===== src/rtl/garuda_systolic_pkg.sv =====
// Shared definitions for the systolic array sequencer: controller state
// encoding and sizing helpers for the skew length and counter widths.
package garuda_systolic_pkg;

  typedef enum logic [2:0] {
    IDLE    = 3'd0,
    LOAD_W  = 3'd1,
    CLEAR   = 3'd2,
    COMPUTE = 3'd3,
    DRAIN   = 3'd4,
    DONE    = 3'd5
  } ctrl_state_e;

  localparam int unsigned STATE_W = 3;

  // Extra beats needed to fill and flush the diagonal activation skew.
  function automatic int unsigned skew_len(input int unsigned rows,
                                           input int unsigned cols);
    return rows + cols - 2;
  endfunction

  // Beat counter must reach K + skew - 1 with K at its maximum value.
  function automatic int unsigned beat_cnt_width(input int unsigned k_width,
                                                 input int unsigned rows,
                                                 input int unsigned cols);
    return k_width + $clog2(rows + cols) + 1;
  endfunction

endpackage


===== src/rtl/systolic_step_counter.sv =====
// Loadable up-counter with enable, synchronous clear and a terminal-count
// flag that compares the current value against a caller-supplied limit.
module systolic_step_counter #(
  parameter int unsigned WIDTH = 4
) (
  input  logic             i_clk,
  input  logic             i_rst_n,
  input  logic             i_clr,
  input  logic             i_load,
  input  logic [WIDTH-1:0] i_load_val,
  input  logic             i_en,
  input  logic [WIDTH-1:0] i_term,
  output logic [WIDTH-1:0] o_count,
  output logic             o_tc
);

  logic [WIDTH-1:0] r_count;

  // Clear wins over load, load wins over increment.
  always_ff @(posedge i_clk or negedge i_rst_n) begin
    if (!i_rst_n) begin
      r_count <= '0;
    end else if (i_clr) begin
      r_count <= '0;
    end else if (i_load) begin
      r_count <= i_load_val;
    end else if (i_en) begin
      r_count <= r_count + 1'b1;
    end
  end

  assign o_count = r_count;
  assign o_tc    = (r_count == i_term);

endmodule


===== src/rtl/systolic_array_ctrl.sv =====
// Phase sequencer for a weight-stationary systolic array: loads weights row
// by row, clears accumulators, streams K skewed activation beats plus the
// skew flush, then drains result rows under backpressure.
//
// Handshakes: cmd is accepted on cmd_valid_i & cmd_ready_o; a weight row is
// consumed on w_valid_i while in the load phase; an activation beat is
// consumed on act_req_o & act_valid_i; a result row is accepted on
// res_valid_o & res_ready_i. Valid/row outputs hold stable until accepted.
module systolic_array_ctrl
  import garuda_systolic_pkg::*;
#(
  parameter int unsigned ROWS    = 4,
  parameter int unsigned COLS    = 4,
  parameter int unsigned K_WIDTH = 16
) (
  input  logic                    clk_i,
  input  logic                    rst_ni,
  input  logic                    cmd_valid_i,
  output logic                    cmd_ready_o,
  input  logic [K_WIDTH-1:0]      cmd_k_i,
  input  logic                    cmd_skip_wload_i,
  input  logic                    w_valid_i,
  output logic [$clog2(ROWS)-1:0] w_row_o,
  output logic [ROWS-1:0]         weight_load_o,
  output logic                    clear_acc_o,
  output logic                    accumulate_en_o,
  output logic                    act_req_o,
  input  logic                    act_valid_i,
  output logic                    res_valid_o,
  input  logic                    res_ready_i,
  output logic [$clog2(ROWS)-1:0] res_row_o,
  output logic                    busy_o,
  output logic                    done_o,
  output logic [STATE_W-1:0]      dbg_state_o
);

  localparam int unsigned RW   = $clog2(ROWS);
  localparam int unsigned BW   = beat_cnt_width(K_WIDTH, ROWS, COLS);
  localparam int unsigned SKEW = skew_len(ROWS, COLS);

  localparam logic [RW-1:0]   LAST_ROW  = RW'(ROWS - 1);
  localparam logic [ROWS-1:0] ROW0_MASK = {{(ROWS-1){1'b0}}, 1'b1};

  ctrl_state_e        r_state;
  ctrl_state_e        w_next;
  logic [K_WIDTH-1:0] r_k;

  logic [RW-1:0] w_row_cnt;
  logic          w_row_tc;
  logic          w_row_en;
  logic          w_row_clr;

  logic [BW-1:0] w_beat_cnt;
  logic [BW-1:0] w_beat_term;
  logic          w_beat_tc;
  logic          w_beat_en;
  logic          w_beat_clr;
  logic          w_feed;

  logic [RW-1:0] w_drain_cnt;
  logic          w_drain_tc;
  logic          w_drain_en;
  logic          w_drain_clr;

  // Counters step on their phase's handshake and clear on the final step,
  // so every counter is back at zero whenever its phase is not running.
  assign w_row_en    = (r_state == LOAD_W) & w_valid_i;
  assign w_row_clr   = w_row_en & w_row_tc;

  assign w_feed      = (w_beat_cnt < BW'(r_k));
  assign w_beat_term = BW'(r_k) + BW'(SKEW - 1);
  assign w_beat_en   = (r_state == COMPUTE) & (~w_feed | act_valid_i);
  assign w_beat_clr  = w_beat_en & w_beat_tc;

  assign w_drain_en  = (r_state == DRAIN) & res_ready_i;
  assign w_drain_clr = w_drain_en & w_drain_tc;

  systolic_step_counter #(.WIDTH(RW)) u_row_cnt (
    .i_clk      (clk_i),
    .i_rst_n    (rst_ni),
    .i_clr      (w_row_clr),
    .i_load     (1'b0),
    .i_load_val ('0),
    .i_en       (w_row_en),
    .i_term     (LAST_ROW),
    .o_count    (w_row_cnt),
    .o_tc       (w_row_tc)
  );

  systolic_step_counter #(.WIDTH(BW)) u_beat_cnt (
    .i_clk      (clk_i),
    .i_rst_n    (rst_ni),
    .i_clr      (w_beat_clr),
    .i_load     (1'b0),
    .i_load_val ('0),
    .i_en       (w_beat_en),
    .i_term     (w_beat_term),
    .o_count    (w_beat_cnt),
    .o_tc       (w_beat_tc)
  );

  systolic_step_counter #(.WIDTH(RW)) u_drain_cnt (
    .i_clk      (clk_i),
    .i_rst_n    (rst_ni),
    .i_clr      (w_drain_clr),
    .i_load     (1'b0),
    .i_load_val ('0),
    .i_en       (w_drain_en),
    .i_term     (LAST_ROW),
    .o_count    (w_drain_cnt),
    .o_tc       (w_drain_tc)
  );

  // State register.
  always_ff @(posedge clk_i or negedge rst_ni) begin
    if (!rst_ni) begin
      r_state <= IDLE;
    end else begin
      r_state <= w_next;
    end
  end

  // K is captured only at command acceptance; later cmd_valid_i is ignored.
  always_ff @(posedge clk_i or negedge rst_ni) begin
    if (!rst_ni) begin
      r_k <= '0;
    end else if ((r_state == IDLE) && cmd_valid_i) begin
      r_k <= cmd_k_i;
    end
  end

  // Next-state and output decode; only weight_load_o and accumulate_en_o
  // see an input combinationally.
  always_comb begin
    w_next          = r_state;
    cmd_ready_o     = 1'b0;
    busy_o          = 1'b1;
    w_row_o         = '0;
    weight_load_o   = '0;
    clear_acc_o     = 1'b0;
    accumulate_en_o = 1'b0;
    act_req_o       = 1'b0;
    res_valid_o     = 1'b0;
    res_row_o       = '0;
    done_o          = 1'b0;
    case (r_state)
      IDLE: begin
        cmd_ready_o = 1'b1;
        busy_o      = 1'b0;
        if (cmd_valid_i) begin
          w_next = cmd_skip_wload_i ? CLEAR : LOAD_W;
        end
      end
      LOAD_W: begin
        w_row_o = w_row_cnt;
        if (w_valid_i) begin
          weight_load_o = ROW0_MASK << w_row_cnt;
        end
        if (w_row_clr) begin
          w_next = CLEAR;
        end
      end
      CLEAR: begin
        clear_acc_o = 1'b1;
        w_next      = COMPUTE;
      end
      COMPUTE: begin
        act_req_o       = w_feed;
        accumulate_en_o = w_beat_en;
        if (w_beat_clr) begin
          w_next = DRAIN;
        end
      end
      DRAIN: begin
        res_valid_o = 1'b1;
        res_row_o   = w_drain_cnt;
        if (w_drain_clr) begin
          w_next = DONE;
        end
      end
      DONE: begin
        done_o = 1'b1;
        w_next = IDLE;
      end
      default: begin
        w_next = IDLE;
      end
    endcase
  end

  assign dbg_state_o = r_state;

endmodule


===== config.mk =====
export PLATFORM = sky130hd
export DESIGN_NAME = systolic_array_ctrl
export DESIGN_NICKNAME = d
export VERILOG_FILES = /design/src/rtl/garuda_systolic_pkg.sv /design/src/rtl/systolic_step_counter.sv /design/src/rtl/systolic_array_ctrl.sv
export SDC_FILE = /design/constraint.sdc
export NUM_CORES = 1
export LEC_CHECK = 0
export ABC_CLOCK_PERIOD_IN_PS = 5000
export CORE_MARGIN = 3
export CORE_UTILIZATION = 62
export CTS_BUF_LIST = sky130_fd_sc_hd__clkbuf_8
export CTS_CLUSTER_DIAMETER = 40
export DETAILED_ROUTE_END_ITERATION = 16
export GPL_TIMING_DRIVEN = 0
export PLACE_DENSITY_LB_ADDON = 0.2
export SKIP_CTS_REPAIR_TIMING = 1
export SYNTH_ARGS = -nofsm -noshare
export SYNTH_HDL_FRONTEND = slang
export SYNTH_SLANG_ARGS = --single-unit

===== constraint.sdc =====
create_clock -name clk_i -period 5 [get_ports clk_i]
set_input_delay 0.5 -clock clk_i [delete_from_list [all_inputs] [get_ports clk_i]]
set_output_delay 0.5 -clock clk_i [all_outputs]
set_load 0.005 [all_outputs]

==> impl_metrics.tcl, run 1 <==
set metrics [dict create \
    drv_slew 0 \
    nFillCells 348 \
    final_cell_count_no_fill 479 \
    dp_hpwl_mm 6.157 \
    tightestPinTransition_ns 0.6441 \
    synth_area_mm2 0.003192 \
    top_layer "met4" \
    die_w_um 77.75 \
    crit_type "flip-flop to primary output" \
    die_h_um 77.75 \
    status "complete, no violations" \
    grt_start_max_net_pins 29 \
    place.gp.congestion 0.9217 \
    clock_latency_ns 0.30 \
    diodes 0 \
    period_needed_ns 3.925 \
    yosysUniqueCellTypes 61 \
    multiInputGateArea_mm2 0.001939 \
    drt-total-wl_mm 8.080 \
    grt_pass1_wl_mm 13.86 \
    first_pass_iters 5 \
    cts.sinks 43 \
    power.leakage_nw 1.727 \
    syn_nets 409 \
    crit_arrival_ns 3.42 \
    dpl-instance-area_mm2 0.003691 \
    clock-root-buffer "clkbuf_8" \
    first_iter_violations 279 \
    syn_avg_cell_area_um2 8.793 \
    nNetsFinal 457 \
    antenna_found_initial 0 \
    finalSetupTns_ns 0 \
    final_cell_mix "43 x dfrtp_1, 39 x clkdlybuf4s50_1, 33 x nand2_1" \
    start_util_pct 65.83 \
    core.rowCount 25 \
    wl_met3_um 558 \
    relSlewSlack_pct 56.73 \
    grt_overflow 0 \
    finalSetupViolations 0 \
    regArea_mm2 0.001076 \
    remaining_drc_errors 0 \
    synth_cells 363 \
    vdd.ir_drop.worst_mv 0.3583 \
    grt_usage_pct 28.62 \
    wl_per_cell_um 16.87 \
    reg2reg_slack_ns 1.88 \
    wl_met1_mm 3.511 \
    final_common_cell "dfrtp_1" \
    reg2reg_depth 10 \
    wl_met2_mm 3.784 \
    whs_ns 0.1215 \
    maxCapViolCount 0 \
    period_share_pct 78.50 \
    cts_buffers 5 \
    yosysSeqAreaShare_pct 33.71 \
    worstReg2RegEnd "u_beat_cnt.o_count[15]$_DFFE_PN0P_" \
    hold_class "primary input to async pin" \
    hold_viol 0 \
    synth_seq_cells 43 \
    fmax_mhz 254.8 \
    design.core.area_mm2 0.004848 \
    synthArstFlopShare_pct 100.0 \
    synth_flop_cell "dfrtp_1" \
    clock-skew-final_ns 0.007281 \
    synth_edf_count 0 \
    cp-end-kind "primary output" \
    place.port_buffers 40 \
    vias_per_cell 6.165 \
    clk_pin_slew_worst_paths_ns 0.09 \
    cts_buffer_depth 2 \
    htree_levels 2 \
    ys.warnings.count 0 \
    dp_cells 471 \
    worst-path-max-fanout 10 \
    io_pins 41 \
    die_area_mm2 0.006045 \
    vias 2953 \
    grt_pass1_vias 2922 \
    crit_path_start_kind "flip-flop" \
    cp.required_ns 4.50 \
    drive_gt1_share_pct 5.825 \
    ant_nets 0 \
    reg2reg_from "r_k[15]$_DFFE_PN0P_" \
    design_area_mm2 0.003804 \
    grt_setup_unrepaired "false" \
    cts_tree "done" \
    synthToLayoutAreaGrowth_pct 19.17 \
    power_density_mw_per_mm2 434.4 \
]
through the flow:
stage | power [mW] | utilization, % | setup WS [ns]
2_1_floorplan | 1.107 | - | 2.467
5_1_grt | 1.785 | 78.45 | 0.8223
3_3_place_gp | 1.312 | 75.82 | 1.526
4_1_cts | 1.646 | 78.45 | 1.126
3_5_place_dp | 1.361 | 76.13 | 1.543
6_report | 1.652 | 78.45 | 1.075
routing by layer:
metal | up-vias | global-route usage (%)
met5 | - | 0
met4 | 0 | 10.85
met3 | 30 | 5.568
met2 | 124 | 45.55
met1 | 1390 | 38.46
li1 | 1409 | -
cells by family after synthesis:
logic type	Yosys count	share of synthesized area [%]
xor gates and xnor gates	22	6.468
buffers and inverters	41	5.527
muxes	2	0.7056
AOI/OAI and AO/OA	99	21.09
adders and majority gates	23	9.016
DFF	43	33.71
and+or+nand+nor	133	23.48
Yosys cell counts, types with 8 or more instances:
master | instances | area (um2)
a21oi_1 | 8 | 40.04
a22o_1 | 15 | 131.4
and2_1 | 10 | 62.56
and3_1 | 11 | 68.82
clkbuf_1 | 11 | 41.29
dfrtp_1 | 43 | 1076
ha_1 | 23 | 287.8
inv_1 | 23 | 86.33
nand2_1 | 33 | 123.9
nor2_1 | 14 | 52.55
nor2b_1 | 16 | 100.1
nor3_1 | 9 | 45.04
o21ai_0 | 24 | 120.1
o21ai_1 | 17 | 85.08
xnor2_1 | 13 | 113.9
xor2_1 | 8 | 70.07
state kept, by name, summed over array words and instances, names as in the netlist:
signal and count:
u_beat_cnt.o_count 20, dbg_state_o 3, u_row_cnt.o_count 2, u_drain_cnt.o_count 2, r_k 16
power breakdown:
| group | internal [mW] | total, mW | switching (mW) |
|---|---|---|---|
| Combinational | 0.354 | 0.770 | 0.416 |
| Sequential | 0.446 | 0.607 | 0.160 |
| Clock | 0.149 | 0.275 | 0.126 |
| Total | 0.949 | 1.65 | 0.703 |
critical path, stage by stage (launching register included):
cell and delay [ns]:
dfrtp_1 0.41, inv_1 0.13, ha_1 0.31, o21ai_0 0.07, o211ai_1 0.37, or3_1 0.18
a211oi_1 0.05, nor3_1 0.55, clkbuf_1 0.46, clkdlybuf4s50_1 0.60
cell type report:
class	count	share of cell area, %
clock inverters	3	1.151
multi-input cells	279	50.99
flip-flops and latches	43	28.29
plain buffers	18	2.368
repair buffers	41	10.92
clock buffers	5	1.809
well taps	67	2.204
inverters	23	2.270
worst max-delay path by stage:
stage	endpoint	startpoint	slack [ns]	cells past startpoint
finish	accumulate_en_o	r_k[15]$_DFFE_PN0P_	1.08	9
global placement	accumulate_en_o	r_k[11]$_DFFE_PN0P_	1.53	9
global route	accumulate_en_o	r_k[11]$_DFFE_PN0P_	0.82	9
CTS	accumulate_en_o	r_k[11]$_DFFE_PN0P_	1.13	9
floorplan	u_beat_cnt.o_count[8]$_DFFE_PN0P_	r_k[0]$_DFFE_PN0P_	2.47	11
detailed placement	accumulate_en_o	r_k[11]$_DFFE_PN0P_	1.54	9
(Power assumes the default switching activity.)
==> inputs of run 2 (changes only) <==
Settings changed: ABC_CLOCK_PERIOD_IN_PS 5000 to 3900, CORE_UTILIZATION 62 to 58.
Clock period 5 ns to 3.9 ns, I/O delays scaled along.
==> run 2 against run 1 <==
  * Non-clock buffer count stayed put
  * Sequential cell count is the same
  * Via count down 1.7%
  * Count of clock-buffer cells in the layout unchanged
  * Die area rose by 6.4%
  * Final cell count increased by 0.63%
  * Hold slack worse by 0.092 ns
  * Sequential share of layout area is 0.14 points higher
  * Critical path depth did not move
  * Final area shrank 0.49%
  * Global-route usage is 2.1 points lower
  * Sequential power up 28%
  * Largest power group unchanged
==> impl_metrics.tcl, run 2 (same netlist as run 1, synthesis figures left out) <==
set metrics [dict create \
    drv_slew 0 \
    finalSetupTns_ns 0 \
    critical_path_depth 9 \
    final_cell_mix "43 x dfrtp_1, 39 x clkdlybuf4s50_1, 33 x nand2_1" \
    antenna_found_initial 0 \
    fmax_mhz 282.5 \
    fin_ws_ns 0.3598 \
    vias_per_cell 6.025 \
    cp_cell_sequence "inv_1, ha_1, and4_1, nand2_1, a21oi_1, a211oi_1, nor3_2, clkbuf_1, clkdlybuf4s50_1" \
    start_util_pct 61.32 \
    period_share_pct 90.77 \
    vias 2904 \
    reg2reg_slack_ns 0.91 \
    design_area_mm2 0.003785 \
    die_w_um 80.19 \
    total_power_mw 2.036 \
    worst-path-max-fanout 10 \
    grt_setup_unrepaired "false" \
    cts_buffer_depth 2 \
    cts_buffers 5 \
    cp_slowest_stage_delay_ns 0.60 \
    cpMaxStageDelayCell "clkdlybuf4s50_1" \
    remaining_drc_errors 0 \
    design.core.area_mm2 0.005205 \
    pre_cts_ws_ns 0.5870 \
    period_needed_ns 3.540 \
    place.gp.congestion 0.8602 \
    place.port_buffers 40 \
    cp.required_ns 3.51 \
    core.rowCount 26 \
    maxCapViolCount 0 \
    reg2reg_depth 10 \
    clk_pin_slew_worst_paths_ns 0.09 \
    crit_path_start_kind "flip-flop" \
    drive_gt1_share_pct 5.825 \
    clock_latency_ns 0.30 \
    regArea_mm2 0.001076 \
    grt_start_max_net_pins 26 \
    cp-end-kind "primary output" \
    grt_overflow 0 \
    first_iter_violations 303 \
    wl_per_cell_um 16.39 \
    synthToLayoutAreaGrowth_pct 18.58 \
    ant_nets 0 \
    status "complete, no violations" \
    vdd.ir_drop.worst_mv 0.4742 \
    crit_path_end "accumulate_en_o" \
    dpl-instance-area_mm2 0.003695 \
    cts_tree "done" \
    hold_class "primary input to async pin" \
    dp_hpwl_mm 6.029 \
    nFillCells 410 \
    drt-total-wl_mm 7.901 \
    final_common_cell "dfrtp_1" \
    clock-root-buffer "clkbuf_8" \
    grt_pass1_vias 2868 \
    die_h_um 80.19 \
    io_pins 41 \
    whs_ns 0.02964 \
    grt_usage_pct 26.50 \
    power.leakage_nw 1.716 \
    clock-skew-final_ns 0.007389 \
    largest_reg_flops 20 \
    htree_levels 2 \
    die_area_mm2 0.006430 \
    power_density_mw_per_mm2 537.9 \
    finalSetupViolations 0 \
    crit_arrival_ns 3.15 \
    grt_pass1_wl_mm 13.48 \
    cts.sinks 43 \
    crit_type "flip-flop to primary output" \
    first_pass_iters 4 \
    worstReg2RegEnd "u_beat_cnt.o_count[12]$_DFFE_PN0P_" \
    relSlewSlack_pct 61.59 \
    tightestPinTransition_ns 0.5761 \
    cp-startpoint "r_k[11]$_DFFE_PN0P_" \
    cpLargestDelayFamily "buffers and inverters" \
    diodes 0 \
    reg2reg_from "r_k[0]$_DFFE_PN0P_" \
    nNetsFinal 457 \
    hold_viol 0 \
    multiInputGateArea_mm2 0.001944 \
    path_buf_inv 3 \
]
-- run 2: routing by layer --
metal / vias to the layer above / track usage (%) / wire, um
met5: - / 0 / 0
met4: 0 / 6.419 / 93
met3: 12 / 3.924 / 438
met2: 79 / 44.95 / 3760
met1: 1397 / 35.46 / 3609
li1: 1416 / - / -
-- run 2: per-stage QoR --
stage / util, % / cells
finish: 72.72 / 482
global route: 72.72 / 482
CTS: 72.62 / 482
detailed placement: 70.99 / 474
global placement: 70.70 / 473
floorplan: - / 363
-- run 2: report_power, final --
| part | switching (mW) | internal, mW |
|---|---|---|
| clock | 0.166 | 0.123 |
| sequential | 0.205 | 0.572 |
| combinational | 0.518 | 0.452 |
| total | 0.889 | 1.15 |
-- run 2: worst min path at each step --
stage | from | end | depth (start not counted)
floorplan | rst_ni | dbg_state_o[0]$_DFFE_PN0P_ | 0
global placement | u_beat_cnt.o_count[19]$_DFFE_PN0P_ | u_beat_cnt.o_count[19]$_DFFE_PN0P_ | 1
detailed placement | rst_ni | r_k[9]$_DFFE_PN0P_ | 1
CTS | rst_ni | r_k[10]$_DFFE_PN0P_ | 1
global route | rst_ni | r_k[8]$_DFFE_PN0P_ | 1
finish | rst_ni | r_k[9]$_DFFE_PN0P_ | 1
-- run 2: layout make-up --
type / instances / area share, %
Buffer: 18 / 2.380
Clock buffer: 5 / 1.818
Clock inverter: 3 / 0.4298
Inverter: 23 / 2.281
Multi-Input combinational cell: 279 / 51.37
Sequential cell: 43 / 28.43
Tap cell: 70 / 2.314
Timing Repair Buffer: 41 / 10.98
-- run 2: worst reg2reg max path, cell delays in order, from the launching register on --
cell,delay (ns)
dfrtp_1,0.50
ha_1,0.24
buf_2,0.17
a211oi_1,0.50
o2111ai_1,0.17
a311oi_1,0.34
o2111a_2,0.37
nor2b_1,0.09
buf_6,0.14
buf_6,0.14
a22o_1,0.21
